$ cat src/rtl/cv_disp_sched_if.sv
// Bundle between the entry/analyzer side and the cv_disp_sched display scheduler.
// master = stimulus side, slave = scheduler.
interface cv_disp_sched_if;
  logic        CE;
  logic        KEY_CE;
  logic [31:0] SEQ_IN;
  logic [15:0] NOM_IN;
  logic [31:0] HEX_OUT;
  logic [7:0]  BLANK_OUT;
  logic [7:0]  DP_OUT;
  logic [1:0]  PAGE;
  logic [15:0] HIT_CNT;

  modport master (
    output CE, KEY_CE, SEQ_IN, NOM_IN,
    input  HEX_OUT, BLANK_OUT, DP_OUT, PAGE, HIT_CNT
  );

  modport slave (
    input  CE, KEY_CE, SEQ_IN, NOM_IN,
    output HEX_OUT, BLANK_OUT, DP_OUT, PAGE, HIT_CNT
  );
endinterface

$ cat src/rtl/cv_disp_sched.sv
// Shares the 8-digit 7-seg between the entry page and the match-status page, flashing on new matches.
// Optional macro CV_DISP_AUTO_ROT_EN enables SEQ<->NOM dwell rotation and FLASH -> NOM exit.
module cv_disp_sched #(
  parameter int DWELL_MS = 2000,
  parameter int FLASH_MS = 500,
  parameter int BLINK_MS = 125,
  parameter int CNT_WDT  = 12
) (
  input logic             CLK,
  input logic             SYS_NRST,
  cv_disp_sched_if.slave  disp
);

  typedef enum logic [1:0] {
    ST_SEQ   = 2'b00,
    ST_NOM   = 2'b01,
    ST_FLASH = 2'b10
  } state_t;

  typedef logic [CNT_WDT-1:0] cnt_t;

  localparam cnt_t DWELL_LAST = cnt_t'(DWELL_MS - 1);
  localparam cnt_t FLASH_LAST = cnt_t'(FLASH_MS - 1);
  localparam cnt_t BLINK_LAST = cnt_t'(BLINK_MS - 1);
  localparam cnt_t CNT_ONE    = cnt_t'(1);

`ifdef CV_DISP_AUTO_ROT_EN
  localparam state_t SEQ_EXPIRY   = ST_NOM;
  localparam state_t FLASH_EXPIRY = ST_NOM;
`else
  localparam state_t SEQ_EXPIRY   = ST_SEQ;
  localparam state_t FLASH_EXPIRY = ST_SEQ;
`endif

  state_t      state, state_nxt;
  cnt_t        dwell_cnt, dwell_nxt;
  cnt_t        flash_cnt, flash_nxt;
  cnt_t        blink_cnt, blink_nxt;
  logic        blink_ph, blink_ph_nxt;
  logic [15:0] nom_prev;
  logic [15:0] hit_cnt, hit_nxt;
  logic [31:0] hex_q, hex_nxt;
  logic [7:0]  blank_q, blank_nxt;
  logic [7:0]  dp_q, dp_nxt;
  logic        newm;

  assign newm = (disp.NOM_IN != nom_prev) && (disp.NOM_IN != 16'h0000);

  // NOTE: every variable driven here gets a default first, so no path leaves it unassigned and no latch is inferred.
  always_comb begin
    state_nxt    = state;
    dwell_nxt    = dwell_cnt;
    flash_nxt    = flash_cnt;
    blink_nxt    = blink_cnt;
    blink_ph_nxt = blink_ph;
    hit_nxt      = hit_cnt;

    if (newm) begin
      if (hit_cnt != 16'hFFFF) hit_nxt = hit_cnt + 16'd1;
      state_nxt    = ST_FLASH;
      flash_nxt    = '0;
      blink_nxt    = '0;
      blink_ph_nxt = 1'b0;
    end else begin
      case (state)
        ST_SEQ: begin
          // Clear beats increment when the entry strobe and the tick coincide.
          if (disp.KEY_CE) begin
            dwell_nxt = '0;
          end else if (disp.CE) begin
            if (dwell_cnt == DWELL_LAST) begin
              dwell_nxt = '0;
              state_nxt = SEQ_EXPIRY;
            end else begin
              dwell_nxt = dwell_cnt + CNT_ONE;
            end
          end
        end
        ST_NOM: begin
          if (disp.KEY_CE) begin
            dwell_nxt = '0;
            state_nxt = ST_SEQ;
          end else if (disp.CE) begin
            if (dwell_cnt == DWELL_LAST) begin
              dwell_nxt = '0;
              state_nxt = ST_SEQ;
            end else begin
              dwell_nxt = dwell_cnt + CNT_ONE;
            end
          end
        end
        ST_FLASH: begin
          if (disp.CE) begin
            if (flash_cnt == FLASH_LAST) begin
              dwell_nxt = '0;
              state_nxt = FLASH_EXPIRY;
            end else begin
              flash_nxt = flash_cnt + CNT_ONE;
              if (blink_cnt == BLINK_LAST) begin
                blink_nxt    = '0;
                blink_ph_nxt = ~blink_ph;
              end else begin
                blink_nxt = blink_cnt + CNT_ONE;
              end
            end
          end
        end
        default: state_nxt = ST_SEQ;
      endcase
    end
  end

  // Page content follows the state being entered so outputs carry exactly one CLK of latency.
  always_comb begin
    hex_nxt   = disp.SEQ_IN;
    blank_nxt = 8'h00;
    dp_nxt    = 8'h01;
    case (state_nxt)
      ST_NOM: begin
        hex_nxt = {hit_nxt, disp.NOM_IN};
        dp_nxt  = 8'h10;
      end
      ST_FLASH: begin
        blank_nxt = blink_ph_nxt ? 8'hFF : 8'h00;
        dp_nxt    = 8'hFF;
      end
      default: ;
    endcase
  end

  // NOTE: state is updated with non-blocking assignments so every flop samples pre-edge values.
  always_ff @(posedge CLK or negedge SYS_NRST) begin
    if (!SYS_NRST) begin
      state     <= ST_SEQ;
      dwell_cnt <= '0;
      flash_cnt <= '0;
      blink_cnt <= '0;
      blink_ph  <= 1'b0;
      nom_prev  <= '0;
      hit_cnt   <= '0;
      hex_q     <= '0;
      blank_q   <= 8'hFF;
      dp_q      <= 8'h00;
    end else begin
      state     <= state_nxt;
      dwell_cnt <= dwell_nxt;
      flash_cnt <= flash_nxt;
      blink_cnt <= blink_nxt;
      blink_ph  <= blink_ph_nxt;
      nom_prev  <= disp.NOM_IN;
      hit_cnt   <= hit_nxt;
      hex_q     <= hex_nxt;
      blank_q   <= blank_nxt;
      dp_q      <= dp_nxt;
    end
  end

  assign disp.PAGE      = state;
  assign disp.HIT_CNT   = hit_cnt;
  assign disp.HEX_OUT   = hex_q;
  assign disp.BLANK_OUT = blank_q;
  assign disp.DP_OUT    = dp_q;

endmodule

$ cat src/flat_wrapper.sv
// flat-port wrapper written by rule: the top's interface ports become plain ports
module cv_disp_sched_flat 
#(
  parameter int DWELL_MS = 2000,
  parameter int FLASH_MS = 500,
  parameter int BLINK_MS = 125,
  parameter int CNT_WDT  = 12
)
  (CLK, SYS_NRST, disp_CE, disp_KEY_CE, disp_SEQ_IN, disp_NOM_IN, disp_HEX_OUT, disp_BLANK_OUT, disp_DP_OUT, disp_PAGE, disp_HIT_CNT);
  cv_disp_sched_if disp_i ();
  input logic CLK;
  input logic SYS_NRST;
  input wire logic [$bits(disp_i.CE)-1:0] disp_CE;
  input wire logic [$bits(disp_i.KEY_CE)-1:0] disp_KEY_CE;
  input wire logic [$bits(disp_i.SEQ_IN)-1:0] disp_SEQ_IN;
  input wire logic [$bits(disp_i.NOM_IN)-1:0] disp_NOM_IN;
  output wire logic [$bits(disp_i.HEX_OUT)-1:0] disp_HEX_OUT;
  output wire logic [$bits(disp_i.BLANK_OUT)-1:0] disp_BLANK_OUT;
  output wire logic [$bits(disp_i.DP_OUT)-1:0] disp_DP_OUT;
  output wire logic [$bits(disp_i.PAGE)-1:0] disp_PAGE;
  output wire logic [$bits(disp_i.HIT_CNT)-1:0] disp_HIT_CNT;
  assign disp_i.CE = disp_CE;
  assign disp_i.KEY_CE = disp_KEY_CE;
  assign disp_i.SEQ_IN = disp_SEQ_IN;
  assign disp_i.NOM_IN = disp_NOM_IN;
  assign disp_HEX_OUT = disp_i.HEX_OUT;
  assign disp_BLANK_OUT = disp_i.BLANK_OUT;
  assign disp_DP_OUT = disp_i.DP_OUT;
  assign disp_PAGE = disp_i.PAGE;
  assign disp_HIT_CNT = disp_i.HIT_CNT;
  cv_disp_sched #(.DWELL_MS(DWELL_MS), .FLASH_MS(FLASH_MS), .BLINK_MS(BLINK_MS), .CNT_WDT(CNT_WDT)) u_core (.CLK(CLK), .SYS_NRST(SYS_NRST), .disp(disp_i));
endmodule
$ cat config.mk
export PLATFORM = sky130hd
export DESIGN_NAME = cv_disp_sched_flat
export DESIGN_NICKNAME = d
export VERILOG_FILES = /design/src/rtl/cv_disp_sched_if.sv /design/src/rtl/cv_disp_sched.sv /design/src/flat_wrapper.sv
export SDC_FILE = /design/constraint.sdc
export NUM_CORES = 1
export LEC_CHECK = 0
export CORE_ASPECT_RATIO = 2
export CORE_UTILIZATION = 50
export CTS_BUF_LIST = sky130_fd_sc_hd__clkbuf_8
export DETAILED_ROUTE_END_ITERATION = 10
export HOLD_SLACK_MARGIN = 0.15
export PLACE_DENSITY = 0.89
export SLEW_MARGIN = 5
export SYNTH_ARGS = -nofsm -noshare
export SYNTH_HDL_FRONTEND = slang
export SYNTH_SLANG_ARGS = --single-unit
$ cat constraint.sdc
create_clock -name CLK -period 4.3 [get_ports CLK]
set_clock_uncertainty 0.15 [all_clocks]
set_input_delay 0.86 -clock CLK [delete_from_list [all_inputs] [get_ports CLK]]
set_output_delay 0.86 -clock CLK [all_outputs]
set_load 0.02 [all_outputs]
==> results of run 1 <==
[final timing paths]
check / start / end / slack (ns) / cells past startpoint
max: disp_NOM_IN[4] / u_core.disp.HEX_OUT[17] / 0.84 / 8
min: u_core.dwell_cnt[11] / u_core.dwell_cnt[11] / 0.33 / 1
max reg2reg: u_core.nom_prev[3] / u_core.disp.HEX_OUT[17] / 1.52 / 8
min reg2reg: u_core.dwell_cnt[11] / u_core.dwell_cnt[11] / 0.33 / 1
max in group asynchronous: SYS_NRST / u_core.disp.HEX_OUT[25] / 2.73 / 2
min in group asynchronous: SYS_NRST / u_core.dwell_cnt[5] / 0.45 / 1
[cells in the mapped netlist]
| library cell | n |
|---|---|
| and4_1 | 4 |
| a31oi_1 | 4 |
| o21a_1 | 1 |
| nor3_1 | 12 |
| nand2b_1 | 2 |
| or4b_2 | 1 |
| dfrtp_1 | 106 |
| a41o_1 | 1 |
| nor2_1 | 32 |
| buf_4 | 14 |
| xnor2_1 | 19 |
| and3_1 | 14 |
| and2_1 | 4 |
| nand4_1 | 12 |
| dfstp_2 | 1 |
| nand3b_1 | 5 |
| nor4_2 | 1 |
| o31ai_1 | 9 |
| mux2i_1 | 1 |
| nor3b_1 | 6 |
| a21o_1 | 1 |
| buf_2 | 4 |
| or3_1 | 8 |
| inv_1 | 10 |
| nor4_4 | 2 |
| or4_1 | 1 |
| nor4b_1 | 2 |
| clkbuf_1 | 9 |
| a211oi_1 | 1 |
| o31a_1 | 1 |
| mux2_2 | 35 |
| nor2_2 | 1 |
| xor2_1 | 17 |
| ha_1 | 8 |
| nand2_1 | 27 |
| or4b_1 | 1 |
| a21oi_1 | 18 |
| nand3_1 | 19 |
| o21ai_0 | 24 |
| nor4_1 | 7 |
| nor2b_1 | 5 |
[worst reg2reg max path: cells and delay by family, from the launching register on]
kind	cells	cell delay (ns)
and+or+nand+nor	3	0.63
xor gates and xnor gates	1	0.19
buffers and inverters	1	0.27
DFF	1	0.40
adders and majority gates	1	0.25
AOI/OAI and AO/OA	1	0.41
muxes	1	0.37
[per-layer routing]
metal  vias to the layer above  GRT usage, %
met2                       103          43.9
li1                       1797             -
met3                        19          4.45
met1                      1923          27.0
met4                         0          8.88
met5                         -             0
[area by class of cell]
class,instances,share of cell area (%)
Clock buffer,9,1.94
Clock inverter,7,1.06
Tap cell,132,2.59
Sequential cell,107,42.0
Multi-Input combinational cell,306,32.7
Timing Repair Buffer,124,19.1
Inverter,10,0.588
[power breakdown]
group | total [mW] | internal [mW] | switching (mW) | leakage (nW)
Combinational | 0.360 | 0.175 | 0.185 | 1.15
Sequential | 1.13 | 1.07 | 0.0630 | 1.32
Clock | 0.612 | 0.269 | 0.343 | 0.103
[registers in the layout, indices dropped and copies added, names as in the netlist, 2 cells and up]
name and count:
u_core.blink_cnt 12, u_core.disp.HIT_CNT 16, u_core.disp.PAGE 2, u_core.disp.HEX_OUT 32, u_core.disp.DP_OUT 3, u_core.nom_prev 16, u_core.dwell_cnt 12, u_core.flash_cnt 12
[kinds of logic after synthesis]
group | count (synthesis) | synth area share [%]
AOI/OAI and AO/OA | 60 | 6.93
xor gates and xnor gates | 36 | 6.35
adders and majority gates | 8 | 2.02
buffers and inverters | 37 | 3.96
DFF | 107 | 54.0
muxes | 36 | 8.14
and+or+nand+nor | 166 | 18.6
[through the flow]
step / worst slack, ns / instances
detailed placement: 0.535 / 679
global placement: 0.632 / 679
global route: 0.743 / 695
floorplan: 0.605 / 450
CTS: 0.923 / 695
finish: 0.840 / 695
==> key figures, run 1 <==
Synthesis
  – Syn_nets: 510
  – Syn Area/Cell: 11.0 sq um
  – Synth top area share: 53.4%
  – Cell variety after synth: 41
  – Top cells by area, synth: dfrtp_1 53%, mux2_2 7.9%, xnor2_1 3.4%
  – Sequential area share after synthesis: 54.0%
  – Yosys reg bits: 107
  – Area leader, netlist: dfrtp_1
  – Cells after synthesis: 450
  – Mapped Area: 4960 sq um
  – Synth warn: 0

Routing
  – Metal-1 WL: 4.34 mm
  – Drt via density: 5.53
  – Uppermost layer routed: met4
  – Met3 WL: 479 um
  – TritonRoute pass-1 iters: 4
  – Met2 wire len: 6.36 mm
  – Wire per inst: 16.5 um
  – DRC errors left: 0
  – Antenna Nets Post-Route: 0
  – Iter 0 DRT Violations: 320
  – DR vias: 3842
  – Final WL: 11.4 mm

Timing
  – RSZ-0062 raised after global routing: no
  – Final setup fails: 0
  – Fin crit share: 80.5%
  – Worst slew pin tran: 1.21 ns
  – Fmax: 289 MHz
  – Slew HR: 18.2%
  – Final hold slack: 0.327 ns
  – Fin crit period: 3.46 ns
  – Setup TNS: 0 ns
  – Hold violation count in the final report: 0
  – Final Max Tran Viols: 0

Finish
  – Filler Cell Count: 766
  – Synth-to-Final Area Change: 28.6%
  – Antenna diode instance count: 0
  – Share of cells above drive strength 1: 11.5%
  – FF+latch area: 2680 sq um
  – Core Util, Final: 65.8%
  – Commonest non-fill, non-tap cells in the layout: 116 x clkdlybuf4s50_1, 106 x dfrtp_1, 35 x mux2_2
  – Multi-input gate area: 2090 sq um
  – Most common cell after layout, fill and taps aside: clkdlybuf4s50_1
  – Final Cell Area: 6380 sq um
  – Fin nets: 618

CTS
  – Worst skew pair latency: 0.38 ns
  – CTS tree: built
  – Post-CTS Setup Bufs: 0
  – CTS H-tree depth: 3
  – Cts hold-fix bufs: 0
  – CTS Buf Count: 9
  – CTS root buffer: clkbuf_8
  – Clock slew at the register clock pins of the worst setup and hold paths: 0.10 ns
  – Post_cts resized: 0
  – Max Root-Sink Buffers: 2
  – CTS sink count: 107

Floorplan
  – Die ar.: 10400 sq um
  – Die width: 72.5 um
  – Core Rows: 51
  – Die H: 143 um
  – Core region area: 9700 sq um
  – Starting density of the core: 51.2%
  – IO Count: 118

Worst setup path
  – Max FO, Critical Path: 19
  – Critical Path Start Type: input pin
  – Setup CP Type: in -> reg
  – Crit path capture type: flop
  – CP max stage cell: clkdlybuf4s50_1
  – Slowest stage delay, CP: 0.51 ns
  – CP arrival: 3.57 ns
  – CP required: 4.41 ns
  – Family with the most delay on the worst path: simple AND/OR/NAND/NOR gates
  – WP buf/inv: 2
  – Cell Chain, Critical Path: clkdlybuf4s50_1 -> nor4_1 -> and4_1 -> nor2_2 -> a211oi_1 -> ha_1 -> buf_4 -> mux2_2

GRT
  – Global-route wire length before repair: 19.1 mm
  – Largest net degree at the start of global routing: 74
  – Vias in the first global route: 4011
  – Total track usage: 24.0%
  – Grt total ovfl: 0
  – Antenna violations before repair: 0

Placement
  – IO buf count: 117
  – DP Area: 6190 sq um
  – Placer Congestion: 0.862
  – DP Wirelength: 8.35 mm

Power
  – Total Power: 2.10 mW
  – Leakage: 2.58 nW
  – P per Cell Area: 329 nW/um^2
  – VDD IR max: 0.308 mV

Job
  – Max-cap viol count: 0

Run status
  – Status: complete, no violations

Worst hold path
  – Hold WC Path Type: reg -> reg
No activity file was read; power rests on OpenSTA's default activity.
==> run 2: changes to the inputs <==
Settings changed: CORE_UTILIZATION 50 to 47, PLACE_DENSITY 0.89 to 0.88.
Clock period 4.3 ns to 3 ns, I/O delays scaled along.
==> key figures, run 2 (synthesis results as in run 1) <==
Power
  – Total Power: 3.03 mW (was 2.10 mW)
  – Clk pwr share: 28.6% (was 29.1%)
  – Leakage: 2.69 nW (was 2.58 nW)
  – Sw frac: 29.5% (was 28.2%)
  – P per Cell Area: 459 nW/um^2 (was 329 nW/um^2)
  – Pint: 2.13 mW (was 1.51 mW)
  – VDD IR max: 0.453 mV (was 0.308 mV)
  – Switch Pwr: 894 uW (was 592 uW)
  – Sequential power share: 53.5% (was 53.7%)
  – Logic pwr share: 17.9% (was 17.1%)

Worst setup path
  – Crit path capture type: flop (unchanged)
  – CP arrival: 2.97 ns (was 3.57 ns)
  – CP required: 3.12 ns (was 4.41 ns)
  – Max FO, Critical Path: 19 (unchanged)
  – Critical Path Start Type: input pin (unchanged)
  – Slowest stage delay, CP: 0.47 ns (was 0.51 ns)
  – CP max stage cell: clkdlybuf4s50_1 (unchanged)
  – Setup CP Type: in -> reg (unchanged)
  – Cell Chain, Critical Path: clkdlybuf4s50_1 -> xnor2_2 -> nand4_1 -> nor4_4 -> nor2_2 -> a211oi_2 -> ha_1 -> buf_12 -> mux2_2 (was clkdlybuf4s50_1 -> nor4_1 -> and4_1 -> nor2_2 -> a211oi_1 -> ha_1 -> buf_4 -> mux2_2)
  – Internal reg-to-reg setup slack: 0.34 ns (was 1.52 ns)

Floorplan
  – Die ar.: 11000 sq um (was 10400 sq um)
  – Die width: 74.7 um (was 72.5 um)
  – IO Count: 118 (unchanged)
  – Core Rows: 52 (was 51)
  – Die H: 147 um (was 143 um)
  – Core region area: 10200 sq um (was 9700 sq um)
  – Starting density of the core: 48.6% (was 51.2%)

CTS
  – CTS H-tree depth: 3 (unchanged)
  – CTS tree: built (unchanged)
  – CTS sink count: 107 (unchanged)
  – Post-CTS Setup Bufs: 0 (unchanged)
  – Worst skew pair latency: 0.38 ns (about the same)
  – CTS Buf Count: 9 (unchanged)
  – Max Root-Sink Buffers: 2 (unchanged)
  – CTS root buffer: clkbuf_8 (unchanged)
  – Clock slew at the register clock pins of the worst setup and hold paths: 0.11 ns (was 0.10 ns)

Finish
  – Share of cells above drive strength 1: 14.8% (was 11.5%)
  – Antenna diode instance count: 0 (unchanged)
  – Synth-to-Final Area Change: 32.7% (was 28.6%)
  – Fin nets: 635 (was 618)
  – Commonest non-fill, non-tap cells in the layout: 115 x clkdlybuf4s50_1, 106 x dfrtp_1, 35 x mux2_2 (was 116 x clkdlybuf4s50_1, 106 x dfrtp_1, 35 x mux2_2)
  – Most common cell after layout, fill and taps aside: clkdlybuf4s50_1 (unchanged)
  – Filler Cell Count: 757 (was 766)
  – Core Util, Final: 64.5% (was 65.8%)
  – Largest register FFs: 32 (unchanged)
  – Post-Layout Cell Count: 715 (was 695)

Job
  – Max-cap viol count: 0 (unchanged)

Routing
  – DR vias: 3986 (was 3842)
  – Antenna Nets Post-Route: 0 (unchanged)
  – TritonRoute pass-1 iters: 5 (was 4)
  – Final WL: 12.2 mm (was 11.4 mm)
  – Drt via density: 5.57 (was 5.53)
  – DRC errors left: 0 (unchanged)
  – Wire per inst: 17.1 um (was 16.5 um)
  – Iter 0 DRT Violations: 361 (was 320)

GRT
  – Global-route wire length before repair: 20.4 mm (was 19.1 mm)
  – Grt total ovfl: 0 (unchanged)
  – Largest net degree at the start of global routing: 52 (was 74)
  – Antenna violations before repair: 0 (unchanged)
  – Vias in the first global route: 4327 (was 4011)
  – Total track usage: 24.6% (was 24.0%)

Timing
  – Final setup fails: 0 (unchanged)
  – Slew HR: 54.4% (was 18.2%)
  – Hold violation count in the final report: 0 (unchanged)
  – Fin crit share: 95.1%
  – Fin crit period: 2.85 ns
  – Final Max Tran Viols: 0 (unchanged)
  – Worst slew pin tran: 0.685 ns (was 1.21 ns)
  – Final hold slack: 0.348 ns (was 0.327 ns)
  – RSZ-0062 raised after global routing: no (unchanged)
  – Fmax: 350 MHz

Placement
  – Placer Congestion: 0.798 (was 0.862)
  – IO buf count: 117 (unchanged)
  – Inst Count DP: 698 (was 679)
  – DP Wirelength: 9.28 mm (was 8.35 mm)

Worst hold path
  – Hold WC Path Type: reg -> reg (unchanged)

Run status
  – Status: complete, no violations (unchanged)
run 2: repair_timing:
item / 4_1_cts / 5_1_grt
hold buffers: 1 / 0
cloned: 0 / 0
endpoints found under the hold margin: 49 / 0
endpoints found under the setup margin: 33 / 39
resized for setup: 1 / 4
pin swaps: 0 / 1
run 2: routing by layer:
layer / share of wire (%) / GRT usage (%) / vias to the layer above
met5: 0 / 0 / -
met3: 4.9 / 5.21 / 41
met1: 34 / 26.6 / 1959
met4: 4.3 / 12.4 / 0
met2: 57 / 43.4 / 162
li1: - / - / 1824
run 2: metrics by stage:
step | cell area [sq um] | TNS, ns | setup WS, ns
2_1_floorplan | 5000 | 0 | 0.0186
3_5_place_dp | 6360 | -18.42 | -0.458
5_1_grt | 6590 | 0 | 0.0723
6_report | 6590 | 0 | 0.146
3_3_place_gp | 6360 | -9.94 | -0.250
4_1_cts | 6570 | 0 | 0.0162
run 2: path summary, 6_finish.rpt:
kind	to	from	cells after the start
worst max-delay path	u_core.disp.HEX_OUT[25]	disp_NOM_IN[7]	9
worst min-delay path	u_core.dwell_cnt[11]	u_core.dwell_cnt[11]	1
worst max register to register	u_core.disp.HEX_OUT[25]	u_core.dwell_cnt[5]	6
worst min register to register	u_core.dwell_cnt[11]	u_core.dwell_cnt[11]	1
max in group asynchronous	u_core.nom_prev[4]	SYS_NRST	3
min in group asynchronous	u_core.disp.HEX_OUT[18]	SYS_NRST	2
run 2: power groups by stage:
| stage | registers (mW) | logic [mW] | clock network [mW] |
|---|---|---|---|
| final | 1.62 | 0.541 | 0.865 |
| after global routing | 1.63 | 0.570 | 0.950 |
| after CTS | 1.62 | 0.543 | 0.878 |
| after detailed placement | 1.64 | 0.537 | 0 |
| after global placement | 1.64 | 0.519 | 0 |
| after floorplan | 1.72 | 0.116 | 0 |
run 2: cell type report:
class                      instances  area, sq um  area share [%]
inverter                          10         37.5           0.570
timing repair buffer             141         1390            21.1
sequential                       107         2680            40.7
tap                              135          169            2.56
clock buffer                      10          138            2.09
multi-input combinational        306         2120            32.2
clock inverter                     6         53.8           0.817
run 2: worst max-delay path: cells and delay by family:
family / cells / cell delay, ns
mux: 1 / 0.34
simple gates: 3 / 0.61
buf+inv: 2 / 0.64
compound gates: 1 / 0.29
xor+xnor: 1 / 0.22
fa+ha+maj: 1 / 0.27
==> run 3: changes to the inputs <==
Settings changed: CTS_BUF_LIST sky130_fd_sc_hd__clkbuf_8 to sky130_fd_sc_hd__clkbuf_2 sky130_fd_sc_hd__clkbuf_4 sky130_fd_sc_hd__clkbuf_8.
==> results of run 3 <==
The final DEF is identical to that of run 2; final timing and power are the same.
